<file path="src/rtl/ps2_host_tx_if.sv">
// Command-side handshake between a PS/2 host controller and its client logic.
interface ps2_host_tx_if;
    logic       tx_start;
    logic [7:0] tx_data;
    logic       busy;
    logic       done;
    logic       err;
    logic [1:0] err_code;

    modport master (output tx_start, tx_data, input busy, done, err, err_code);
    modport slave  (input tx_start, tx_data, output busy, done, err, err_code);
endinterface

</file>
<file path="src/rtl/ps2_host_tx.sv">
// PS/2 host-to-device command transmitter: inhibit, request-to-send, clocked-out
// frame driven by the device clock, acknowledge check and bus-idle wait.
module ps2_host_tx #(
    parameter int INHIBIT_CYCLES = 5000,
    parameter int RTS_CYCLES     = 50,
    parameter int FIRST_TIMEOUT  = 750000,
    parameter int FRAME_TIMEOUT  = 100000,
    parameter int ACK_TIMEOUT    = 100000
) (
    input  logic            iCLK_50,
    input  logic            reset,
    ps2_host_tx_if.slave    cmd,
    input  logic            ps2_clk_in,
    input  logic            ps2_dat_in,
    output logic            ps2_clk_oe,
    output logic            ps2_dat_oe
);

    typedef enum logic [2:0] {
        IDLE,
        INHIBIT,
        RTS,
        SEND,
        WAIT_IDLE
    } state_t;

    localparam logic [19:0] INHIBIT_LAST = 20'(INHIBIT_CYCLES - 1);
    localparam logic [19:0] RTS_LAST     = 20'(RTS_CYCLES - 1);
    localparam logic [19:0] FIRST_LAST   = 20'(FIRST_TIMEOUT - 1);
    localparam logic [19:0] FRAME_LAST   = 20'(FRAME_TIMEOUT - 1);
    localparam logic [19:0] ACK_LAST     = 20'(ACK_TIMEOUT - 1);

    state_t      state;
    logic [3:0]  bit_cnt;
    logic [19:0] timer;
    logic [8:0]  frame;
    logic        busy_q, done_q, err_q;
    logic [1:0]  err_code_q;

    logic clk_s1, clk_s2, clk_d;
    logic dat_s1, dat_s2;
    logic fe;
    logic fail;
    logic [1:0] fail_code;

    assign cmd.busy     = busy_q;
    assign cmd.done     = done_q;
    assign cmd.err      = err_q;
    assign cmd.err_code = err_code_q;

    // Synchronizers come out of reset at 1 so an idle bus never looks like an edge.
    always_ff @(posedge iCLK_50) begin
        if (reset) begin
            clk_s1 <= 1'b1;
            clk_s2 <= 1'b1;
            clk_d  <= 1'b1;
            dat_s1 <= 1'b1;
            dat_s2 <= 1'b1;
        end else begin
            clk_s1 <= ps2_clk_in;
            clk_s2 <= clk_s1;
            clk_d  <= clk_s2;
            dat_s1 <= ps2_dat_in;
            dat_s2 <= dat_s1;
        end
    end

    assign fe = clk_d & ~clk_s2;

    always_comb begin
        // NOTE: every output of this block is defaulted first so no latch is inferred.
        fail      = 1'b0;
        fail_code = 2'b00;
        case (state)
            SEND: begin
                if (fe) begin
                    if (bit_cnt == 4'd10 && dat_s2) begin
                        fail      = 1'b1;
                        fail_code = 2'b11;
                    end
                end else if (bit_cnt == 4'd0) begin
                    if (timer == FIRST_LAST) begin
                        fail      = 1'b1;
                        fail_code = 2'b01;
                    end
                end else if (timer == FRAME_LAST) begin
                    fail      = 1'b1;
                    fail_code = 2'b10;
                end
            end
            WAIT_IDLE: begin
                if (!(clk_s2 && dat_s2) && timer == ACK_LAST) begin
                    fail      = 1'b1;
                    fail_code = 2'b11;
                end
            end
            default: ;
        endcase
    end

    // NOTE: the command shadow is a pure datapath register written before every use, so it carries no reset.
    always_ff @(posedge iCLK_50) begin
        if (state == IDLE && cmd.tx_start)
            frame <= {~^cmd.tx_data, cmd.tx_data};
    end

    always_ff @(posedge iCLK_50) begin
        // NOTE: sequential state uses <= only, so every register sees pre-edge values.
        if (reset) begin
            state      <= IDLE;
            ps2_clk_oe <= 1'b0;
            ps2_dat_oe <= 1'b0;
            busy_q     <= 1'b0;
            done_q     <= 1'b0;
            err_q      <= 1'b0;
            err_code_q <= 2'b00;
            bit_cnt    <= 4'd0;
            timer      <= 20'd0;
        end else begin
            done_q <= 1'b0;
            err_q  <= 1'b0;
            timer  <= timer + 20'd1;
            if (fail) begin
                state      <= IDLE;
                busy_q     <= 1'b0;
                ps2_clk_oe <= 1'b0;
                ps2_dat_oe <= 1'b0;
                err_q      <= 1'b1;
                err_code_q <= fail_code;
                timer      <= 20'd0;
            end else begin
                case (state)
                    IDLE: begin
                        timer <= 20'd0;
                        if (cmd.tx_start) begin
                            state      <= INHIBIT;
                            busy_q     <= 1'b1;
                            ps2_clk_oe <= 1'b1;
                            ps2_dat_oe <= 1'b0;
                            err_code_q <= 2'b00;
                            bit_cnt    <= 4'd0;
                        end
                    end
                    INHIBIT: begin
                        if (timer == INHIBIT_LAST) begin
                            state      <= RTS;
                            ps2_dat_oe <= 1'b1;
                            timer      <= 20'd0;
                        end
                    end
                    RTS: begin
                        if (timer == RTS_LAST) begin
                            state      <= SEND;
                            ps2_clk_oe <= 1'b0;
                            timer      <= 20'd0;
                        end
                    end
                    SEND: begin
                        if (fe) begin
                            if (bit_cnt != 4'd11)
                                bit_cnt <= bit_cnt + 4'd1;
                            if (bit_cnt == 4'd0)
                                timer <= 20'd1;
                            // Edges 1..9 shift out data LSB first, then parity.
                            if (bit_cnt < 4'd9)
                                ps2_dat_oe <= ~frame[bit_cnt];
                            else if (bit_cnt == 4'd9)
                                ps2_dat_oe <= 1'b0;
                            else begin
                                state <= WAIT_IDLE;
                                timer <= 20'd0;
                            end
                        end
                    end
                    WAIT_IDLE: begin
                        if (clk_s2 && dat_s2) begin
                            state  <= IDLE;
                            busy_q <= 1'b0;
                            done_q <= 1'b1;
                        end
                    end
                    default: begin
                        state      <= IDLE;
                        busy_q     <= 1'b0;
                        ps2_clk_oe <= 1'b0;
                        ps2_dat_oe <= 1'b0;
                    end
                endcase
            end
        end
    end

endmodule

</file>
<file path="src/flat_wrapper.sv">
// flat-port wrapper written by rule: the top's interface ports become plain ports
module ps2_host_tx_flat 
#(
    parameter int INHIBIT_CYCLES = 5000,
    parameter int RTS_CYCLES     = 50,
    parameter int FIRST_TIMEOUT  = 750000,
    parameter int FRAME_TIMEOUT  = 100000,
    parameter int ACK_TIMEOUT    = 100000
)
  (iCLK_50, reset, ps2_clk_in, ps2_dat_in, ps2_clk_oe, ps2_dat_oe, cmd_tx_start, cmd_tx_data, cmd_busy, cmd_done, cmd_err, cmd_err_code);
  ps2_host_tx_if cmd_i ();
  input  logic iCLK_50;
  input  logic reset;
  input  logic ps2_clk_in;
  input  logic ps2_dat_in;
  output logic ps2_clk_oe;
  output logic ps2_dat_oe;
  input wire logic [$bits(cmd_i.tx_start)-1:0] cmd_tx_start;
  input wire logic [$bits(cmd_i.tx_data)-1:0] cmd_tx_data;
  output wire logic [$bits(cmd_i.busy)-1:0] cmd_busy;
  output wire logic [$bits(cmd_i.done)-1:0] cmd_done;
  output wire logic [$bits(cmd_i.err)-1:0] cmd_err;
  output wire logic [$bits(cmd_i.err_code)-1:0] cmd_err_code;
  assign cmd_i.tx_start = cmd_tx_start;
  assign cmd_i.tx_data = cmd_tx_data;
  assign cmd_busy = cmd_i.busy;
  assign cmd_done = cmd_i.done;
  assign cmd_err = cmd_i.err;
  assign cmd_err_code = cmd_i.err_code;
  ps2_host_tx #(.INHIBIT_CYCLES(INHIBIT_CYCLES), .RTS_CYCLES(RTS_CYCLES), .FIRST_TIMEOUT(FIRST_TIMEOUT), .FRAME_TIMEOUT(FRAME_TIMEOUT), .ACK_TIMEOUT(ACK_TIMEOUT)) u_core (.iCLK_50(iCLK_50), .reset(reset), .cmd(cmd_i), .ps2_clk_in(ps2_clk_in), .ps2_dat_in(ps2_dat_in), .ps2_clk_oe(ps2_clk_oe), .ps2_dat_oe(ps2_dat_oe));
endmodule
</file>
<file path="config.mk">
export PLATFORM = sky130hd
export DESIGN_NAME = ps2_host_tx_flat
export DESIGN_NICKNAME = d
export VERILOG_FILES = /design/src/rtl/ps2_host_tx_if.sv /design/src/rtl/ps2_host_tx.sv /design/src/flat_wrapper.sv
export SDC_FILE = /design/constraint.sdc
export NUM_CORES = 1
export LEC_CHECK = 0
export ABC_AREA = 1
export CAP_MARGIN = 10
export CORE_ASPECT_RATIO = 0.5
export CORE_MARGIN = 2
export CORE_UTILIZATION = 58
export DETAILED_ROUTE_END_ITERATION = 16
export PLACE_DENSITY = 0.79
export SLEW_MARGIN = 20
export SYNTH_ARGS = -nofsm -noshare
export SYNTH_HDL_FRONTEND = slang
export SYNTH_SLANG_ARGS = --single-unit
</file>
<file path="constraint.sdc">
create_clock -name iCLK_50 -period 2.3 [get_ports iCLK_50]
set_input_delay 0.69 -clock iCLK_50 [delete_from_list [all_inputs] [get_ports iCLK_50]]
set_output_delay 0.69 -clock iCLK_50 [all_outputs]
set_load 0.01 [all_outputs]
</file>
# Word level (Yosys, flattened, before mapping)
# Index checks and enable logic that the tools add are counted.
[classes]
n_addsub = 2
order_cmp = 2
n_eq_ne = 20
n_mux = 51
bitwise_logic = 8
n_reduce_logical = 22
[ops]
columns = ["op", "n"]
rows = [
  ["20-bit two-way mux", 6],
  ["20-bit one-hot mux with 4 select lines", 1],
  ["3-bit two-way mux", 7],
  ["20-bit by 1-bit adder with 20-bit output (second input constant)", 1],
  ["20-bit by 13-bit equality test with 1-bit output (second input constant)", 1],
  ["20-bit by 17-bit equality test with 1-bit output (second input constant)", 1],
  ["20-bit equality test (second input constant)", 1],
  ["20-bit by 6-bit equality test with 1-bit output (second input constant)", 1],
  ["1-bit two-way mux", 18],
  ["2-bit two-way mux", 8],
  ["3-bit one-hot mux with 5 select lines", 1],
  ["4-bit two-way mux", 3],
  ["2-bit by 1-bit inequality test with 1-bit output (second input constant)", 5],
  ["5-bit AND reduction", 2],
  ["3-bit OR reduction", 3],
  ["4-bit equality test (second input constant)", 2],
  ["4-bit one-hot mux with 2 select lines", 1],
  ["8-bit XNOR reduction", 1],
  ["1-bit NOT", 7],
  ["7-bit AND reduction", 1],
  ["3-bit by 2-bit equality test with 1-bit output (second input constant)", 2],
  ["2-bit inequality test (second input constant)", 3],
  ["1-bit one-hot mux with 3 select lines", 2],
  ["3-bit AND reduction", 2],
  ["other kinds (19)", 25],
]
[word_totals]
regBits = 48
inputBits = 13
wordCells = 120

# Depth between registers and ports, before layout
# Gate-level depths: netlist of run 1.
[logic_depth]
depth_word = 7
depth_mapped = 13
mapped_depth_nobuf = 12

# Least setup slack after synthesis of run 1
# Ideal clock, no wire load.
[synth_timing]
path_kind = "register to register"
start = "register u_core.bit_cnt[0]"
end = "register u_core.timer[4]"
setup_time_ns = 0.124
arrival_time_ns = 1.824
t_required_ns = 2.176
setup_slack_ns = 0.352
stages_incl_launch_ff = 12
path_buffers = 1
synth_period_minus_slack_ns = 1.948
cell_sequence = "dfxtp_1 -> clkinv_1 -> ha_1 -> nand2_1 -> nand2_1 -> a21oi_1 -> nand2_1 -> nand3_1 -> nand4_1 -> nand2_4 -> buf_12 -> nor2_4"
[synth_between]
elab_chain_cells = 6
[synth_rtl]
columns = ["element", "line", "rtl"]
rows = [
  ["start: declaration", "ps2_host_tx.sv:34", "logic [3:0] bit_cnt;"],
  ["start signal: assignment", "ps2_host_tx.sv:161", "bit_cnt <= bit_cnt + 4'd1;"],
  ["4-bit logical NOT / 4-bit equality test (equally long branches)", "ps2_host_tx.sv:81, ps2_host_tx.sv:162, ps2_host_tx.sv:77", ""],
  ["20-bit two-way mux / 1-bit logical AND (equally long branches)", "ps2_host_tx.sv:162, ps2_host_tx.sv:77", ""],
  ["20-bit two-way mux / 1-bit two-way mux (equally long branches)", "ps2_host_tx.sv:167, ps2_host_tx.sv:77", ""],
  ["20-bit two-way mux / 1-bit two-way mux (equally long branches)", "ps2_host_tx.sv:165, ps2_host_tx.sv:76", ""],
  ["20-bit two-way mux / 1-bit one-hot mux with 2 select lines (equally long branches)", "ps2_host_tx.sv:159, ps2_host_tx.sv:74", ""],
  ["20-bit one-hot mux with 4 select lines / 2-bit OR reduction (equally long branches)", "n/a", ""],
  ["end signal: assignment", "ps2_host_tx.sv:122", "timer <= timer + 20'd1;"],
  ["end: declaration", "ps2_host_tx.sv:35", "logic [19:0] timer;"],
]
# Parallel ways exist; a longest one is shown, timed or not.
# A chain may end at the register's enable or synchronous reset.

# Worst setup path in the final report of run 1
[layout_timing]
start = "register u_core.bit_cnt[1]"
end = "register u_core.timer[18]"
# Same word-level chain as after synthesis.

==> metrics.md, run 1 <==
| Metric | Value |
|---|---|
| CP max stage cell | dfxtp_1 |
| CP delay by family, top | simple AND/OR/NAND/NOR gates |
| IO buf count | 19 |
| P_leak | 1.23 nW |
| Initial Util | around three fifths |
| RD Place Congestion | roughly 0.9 |
| Synth warn | 0 |
| Via-to-Cell Ratio | between 5 and 6 |
| DIE AREA | between 0.005 and 0.006 mm^2 |
| DRT iter0 DRCs | roughly 120 |
| Final Skew | roughly 0.0052 ns |
| Post-route ant nets | 0 |
| Post-synth EDFFs | 9 |
| CP max FO | 18 |
| Final Hold Vio Count | 0 |
| Minimum clock period | around 2.1 ns |
| Rows | 17 |
| Diodes inserted | 0 |
| CTS hold repair buffers | 0 |
| CP bufs+invs | 1 |
| Crit path cell chain | inv_1, ha_1, nand2_1, nand2_1, a21oi_1, nand2_1, nand3_1, nand4_1, nand2_4, nor2_1 |
| Die Height | approximately 52 um |
| DRC viols | 0 |
| Commonest non-fill, non-tap cell in the layout | nand2_1 |
| Vias in the first global route | about 2,100 |
| Worst setup path class | register to register |
| Crit path capture type | register |
| Syn_area_per_cell | between 7 and 8 um^2 |
| RSZ-0062 raised after global routing | false |
| Max-slew violation count | 0 |
| Core area | approximately 0.0044 mm^2 |
| Insertion delay to the later sink of the worst-skew pair | a little over 0.3 ns |
| Data required time of the worst path | approximately 2.5 ns |
| Max-cap violations | 0 |
| Cells after Synth | ~360 |
| CTS Root Cell | clkbuf_8 |
| Psw | 0.00110 W |
| Critical path's largest stage delay | roughly 0.44 ns |
| Syn_nets | around 380 |
| Power share of the combinational group | about two fifths |
| Arrival time at the worst endpoint | ~2.3 ns |
| CTS tree | built |
| Worst hold margin | roughly 0.43 ns |
| Register area share after synthesis | slightly below 40% |
| Total iterations of the first detailed-routing run | 5 |
| TritonCTS Buffers | 5 |
| Clock Power Share | between 15 and 20% |
| Top-Level Pins | 20 |
| Largest net degree at the start of global routing | 19 |
| Total number of vias | between 2,000 and 2,500 |
| Most frequent cells in the layout | 69 x nand2_1, 63 x nor2_1, 45 x inv_1 |
| Post-synth cell types | 34 |
| Worst IR Drop VDD | a little over 0.5 mV |
| Relative slew margins | approximately 78% |
| Max H-tree Level | 2 |
| Fin nets | between 400 and 500 |
| Post-synth top flop | dfxtp_1 |
| Slew @ Worst Pin | 0.327 ns |
| Yosys reg bits | 48 |
| Die X | 100 um |
| Clock slew at reported path FFs | 0.09 ns |
| Clock Tree Buf Depth | 2 |
| Fmax | 486 MHz |
| Final period utilization | about nine tenths |
| Final setup fails | 0 |
| First-pass GRT wire length | ~8.8 mm |
| Worst hold path class | register to register |
| Post-synth ARST share | 0% |
| GR Overflow Total | 0 |
| Gr usage total | between 20% and 30% |
| Syn-to-layout area delta | 13.1% |
| Drt wl/cell | roughly 12 um |
| Total clock sinks | 48 |
| Seq pwr share | 39.8% |
| Setup TNS Final | 0 ns |
| Status | completed |
| CP most frequent cell | nand2_1 |
| Switch share | about 40% |
| Antenna violations before repair | 0 |
| DP Wirelength | between 4 and 5 mm |
| Final WL | 5.17 mm |
| CP Launch Type | register |
| Internal power | 0.00164 W |
| Synthesized area | 0.00269 mm^2 |
| Power per cell area | around 900 mW/mm^2 |
| Layout cell share with drive strength beyond 1 | about 12% |
-- final cells by class --
cell class	count	area, um^2
inverters	50	188
well taps	57	71.3
fillers	374	1380
clock inverters	2	15.0
flip-flops and latches	48	1050
multi-input cells	263	1420
clock buffers	6	82.6
repair buffers	23	220
-- logic make-up (layout without fill, tap and decap cells) --
logic type	after synthesis	in the layout	synth area share [%]
compound gates	29	29	6.64
xor+xnor	21	21	6.83
fa+ha+maj	7	7	3.25
buf+inv	53	81	8.31
flops	48	48	39.0
simple gates	206	206	35.9
-- state kept, by name (all words and copies together), names as in the netlist --
signal and count:
u_core.timer 20, u_core.frame 9, u_core.bit_cnt 4, u_core.state 3
u_core.cmd.err_code 2, u_core.clk_d 1, u_core.clk_s1 1, u_core.clk_s2 1
u_core.cmd.busy 1, u_core.cmd.done 1, u_core.cmd.err 1, u_core.dat_s1 1
u_core.dat_s2 1, u_core.ps2_clk_oe 1, u_core.ps2_dat_oe 1
-- what timing repair did --
item	CTS	global route
setup buffers	0	0
setup endpoints to repair	0	1
endpoints found under the hold margin	0	0
resized for setup	0	0
-- synthesized netlist by cell type, types with 2 or more instances --
library cell  instances  area [um^2]
nand2_1              69          259
nor2_1               63          236
inv_1                45          169
dfxtp_1              39          781
nand3_1              29          145
xor2_1               14          123
nand4_1              12         75.1
nor2_2               12         75.1
a21oi_1              11         55.1
o21ai_0              10         50.1
edfxtp_1              9          270
ha_1                  7         87.6
xnor2_1               7         61.3
nor2_4                6         67.6
inv_2                 4         15.0
or2_2                 4         25.0
nand2_2               3         18.8
nand2_4               2         22.5
nand3b_1              2         15.0
nor3_1                2         10.0
-- metal layers --
metal  vias to the layer above  global-route usage, %  part of all wire (%)
met1                      1045                   26.6                    48
met5                         -                      0                     0
met4                         0                   6.39                   1.1
li1                       1210                      -                     -
met2                        41                   38.1                    47
met3                         9                   5.20                   3.8
-- path summary, 6_finish.rpt --
kind | startpoint | endpoint | slack (ns) | cells after the start
worst max-delay path | u_core.bit_cnt[1] | u_core.timer[18] | 0.24 | 10
worst min-delay path | u_core.dat_s1 | u_core.dat_s2 | 0.43 | 1
worst max register to register | u_core.bit_cnt[1] | u_core.timer[18] | 0.24 | 10
worst min register to register | u_core.dat_s1 | u_core.dat_s2 | 0.43 | 1
-- through the flow --
step	setup WS, ns	cell area [um^2]	instances	util (%)	total power [W]
floorplan	0.352	2690	364	-	0.00196
global placement	0.265	2950	441	66.7	0.00220
detailed placement	0.240	2950	441	66.7	0.00222
CTS	0.226	3050	449	68.9	0.00276
global route	0.0107	3050	449	68.9	0.00295
finish	0.244	3050	449	68.9	0.00274
-- worst reg2reg max path: stages, from the launching register on --
cell,delay (ns)
dfxtp_1,0.44
inv_1,0.17
ha_1,0.21
nand2_1,0.06
nand2_1,0.06
a21oi_1,0.24
nand2_1,0.12
nand3_1,0.08
nand4_1,0.19
nand2_4,0.30
nor2_1,0.08
-- power groups by stage --
stage                     clock network (W)  registers, W  logic (W)
final                              0.000531       0.00109    0.00112
after global routing               0.000582       0.00111    0.00126
after CTS                          0.000548       0.00109    0.00112
after detailed placement                  0       0.00111    0.00111
after global placement                    0       0.00111    0.00109
after floorplan                           0       0.00111   0.000849
No activity file was read; power rests on OpenSTA's default activity.
==> inputs of run 2 (changes only) <==
--- a/config.mk
+++ b/config.mk
@@ -8,10 +8,10 @@
 export ABC_AREA = 1
 export CAP_MARGIN = 10
 export CORE_ASPECT_RATIO = 0.5
-export CORE_MARGIN = 2
 export CORE_UTILIZATION = 58
 export DETAILED_ROUTE_END_ITERATION = 16
 export PLACE_DENSITY = 0.79
+export SKIP_CTS_REPAIR_TIMING = 1
 export SLEW_MARGIN = 20
 export SYNTH_ARGS = -nofsm -noshare
 export SYNTH_HDL_FRONTEND = slang
==> run 2 against run 1 <==
  * Global-route usage up 1.5 points
  * First-iteration DRC count down 8.9%
  * Die area down 5.7%
  * Routed wire length up 1.7%
  * Critical endpoint unchanged
  * Cell count down 0.22%
  * Core utilization down 0.57 points
  * Power down 1.7%
  * The flow now finishes with violations (design-rule violations)
  * Sequential power about the same
  * Critical path depth unchanged
==> metrics.md, run 2 (synthesized netlist as in run 1, its figures left out) <==
| Metric | Value |
|---|---|
| Dpl cell area | 0.00294 mm^2 (-0.25%) |
| Arrival time at the worst endpoint | 2.27 ns (+0.02 ns) |
| Total number of vias | 2,348 (+1.9%) |
| Reg-to-reg endpoint | u_core.timer[18] |
| Die Height | 50.2 um (-3.8%) |
| Initial Util | 60.9% (unchanged) |
| First-pass GRT wire length | 9.07 mm (+3.6%) |
| Drt wl/cell | 11.7 um (+2.0%) |
| Final instance area | 0.00302 mm^2 (-0.82%) |
| Final period utilization | 90.9% (+1.5 points) |
| Insertion delay to the later sink of the worst-skew pair | 0.29 ns (-0.02 ns) |
| Setup TNS Final | 0 ns (unchanged) |
| Max-slew violation count | 0 (unchanged) |
| Max-cap violations | 0 (unchanged) |
| Worst IR Drop VDD | 0.515 mV (+0.42%) |
| Commonest non-fill, non-tap cell in the layout | nand2_1 |
| Core area | 0.00442 mm^2 (unchanged) |
| DRC viols | 2 (+2) |
| Most frequent cells in the layout | 69 x nand2_1, 63 x nor2_1, 45 x inv_1 |
| Total clock sinks | 48 (unchanged) |
| Worst hold path class | register to register |
| Largest net degree at the start of global routing | 19 (unchanged) |
| Failing checks | design-rule violations |
| Final WL | 5.26 mm (+1.7%) |
| RD Place Congestion | 0.876 (about the same) |
| CP max stage cell | dfxtp_1 |
| Data required time of the worst path | 2.48 ns (-0.02 ns) |
| P_leak | 1.22 nW (-0.74%) |
| Gr usage total | 23.0% (+1.5 points) |
| Diodes inserted | 0 (unchanged) |
| Worst setup margin | 0.210 ns (-0.0335 ns) |
| Status | finished, violations left |
| Worst reg-to-reg setup slack | 0.21 ns (-0.03 ns) |
| RSZ-0062 raised after global routing | false |
| Worst hold margin | 0.419 ns (-0.00641 ns) |
| Crit path capture type | register |
| Critical path's largest stage delay | 0.46 ns (+0.02 ns) |
| Hold depth | 1 (unchanged) |
| TritonCTS Buffers | 5 (unchanged) |
| Max reg flops | 20 (unchanged) |
| Worst R2R Start | u_core.bit_cnt[1] |
| Die X | 98.4 um (-2.0%) |
| Crit path cell chain | inv_1, ha_1, nand2_1, nand2_1, a21oi_1, nand2_1, nand3_1, nand4_1, nand2_4, nor2_1 |
| Final Util | 68.3% (-0.57 points) |
| Minimum clock period | 2.09 ns (+0.0335 ns) |
| Top reg by flops | u_core.timer |
| Layout cell share with drive strength beyond 1 | 11.3% (-0.99 points) |
| Antenna violations before repair | 0 (unchanged) |
| CTS Root Cell | clkbuf_8 |
| Fin nets | 410 (-0.24%) |
| DRT iter0 DRCs | 112 (-8.9%) |
| Via-to-Cell Ratio | 5.24 (+2.1%) |
| Rows | 17 (unchanged) |
| Syn-to-layout area delta | 12.2% |
| Max H-tree Level | 2 (unchanged) |
| IO buf count | 19 (unchanged) |
| CP most frequent cell | nand2_1 |
| Power per cell area | 893 mW/mm^2 (-0.84%) |
| Worst r2r path cells | 10 (unchanged) |
| Worst setup path class | register to register |
| Final Hold Vio Count | 0 (unchanged) |
| Top-Level Pins | 20 (unchanged) |
| Post-route ant nets | 0 (unchanged) |
| Clock Tree Buf Depth | 2 (unchanged) |
| GR Overflow Total | 0 (unchanged) |
| DP Wirelength | 3.98 mm (-0.85%) |
| Slew @ Worst Pin | 0.335 ns (+0.00795 ns) |
| Hold_sp | u_core.clk_s1 |
| CP Launch Type | register |
| Pre-CTS setup slack | 0.204 ns (-0.0359 ns) |
| Final setup fails | 0 (unchanged) |
| CP delay by family, top | simple AND/OR/NAND/NOR gates |
| Relative slew margins | 77.5% (-0.54 points) |
| CP bufs+invs | 1 (unchanged) |
| DIE AREA | 0.00494 mm^2 (-5.7%) |
| Filler cells | 376 (+0.53%) |
| Clock slew at reported path FFs | 0.08 ns (about the same) |
| Vias in the first global route | 2,185 (+4.9%) |
| Fmax | 479 MHz (-1.6%) |
| Worst Hold End | u_core.clk_s2 |
| Largest regs | u_core.timer x20, u_core.frame x9, u_core.bit_cnt x4 |
| Total iterations of the first detailed-routing run | 10 (+5) |
| CTS tree | built |
| CP max FO | 18 (unchanged) |
| Final Skew | 0.00229 ns (-0.00292 ns) |
## run 2: area by class of cell
class	instances	area (um^2)	area share (%)
Clock buffer	7	76.3	2.53
Tap cell	57	71.3	2.36
Timing Repair Buffer	22	213	7.04
Sequential cell	48	1050	34.8
Multi-Input combinational cell	263	1420	47.0
Clock inverter	1	3.75	0.124
Inverter	50	188	6.21
## run 2: worst max path at each step
stage	start	endpoint	slack, ns	cells after the start
floorplan	u_core.bit_cnt[0]	u_core.timer[4]	0.35	11
CTS	u_core.bit_cnt[1]	u_core.timer[18]	0.25	10
global route	u_core.bit_cnt[1]	u_core.timer[12]	0.02	10
global placement	cmd_tx_start	u_core.bit_cnt[1]	0.27	8
finish	u_core.bit_cnt[1]	u_core.timer[18]	0.21	10
detailed placement	cmd_tx_start	u_core.bit_cnt[1]	0.20	9
## run 2: layer usage
metal	vias to the layer above	wire [um]	GRT usage, %	part of all wire (%)
met5	-	0	0	0
met4	0	35	6.97	0.67
met3	6	172	5.15	3.3
met2	43	2530	40.6	48
met1	1092	2520	28.7	48
li1	1207	-	-	-
## run 2: per-stage QoR
stage / instances / total power [W]
after global placement: 440 / 0.00219
after CTS: 448 / 0.00271
after floorplan: 364 / 0.00196
after detailed placement: 440 / 0.00222
after global routing: 448 / 0.00290
final: 448 / 0.00270
## run 2: where the power goes
| group | switching, W | leakage [nW] | total [W] | internal (W) |
|---|---|---|---|---|
| sequential | 0.0000977 | 0.403 | 0.00110 | 0.000998 |
| combinational | 0.000726 | 0.778 | 0.00113 | 0.000402 |
| clock | 0.000262 | 0.0399 | 0.000474 | 0.000212 |
| total | 0.00109 | 1.22 | 0.00270 | 0.00161 |
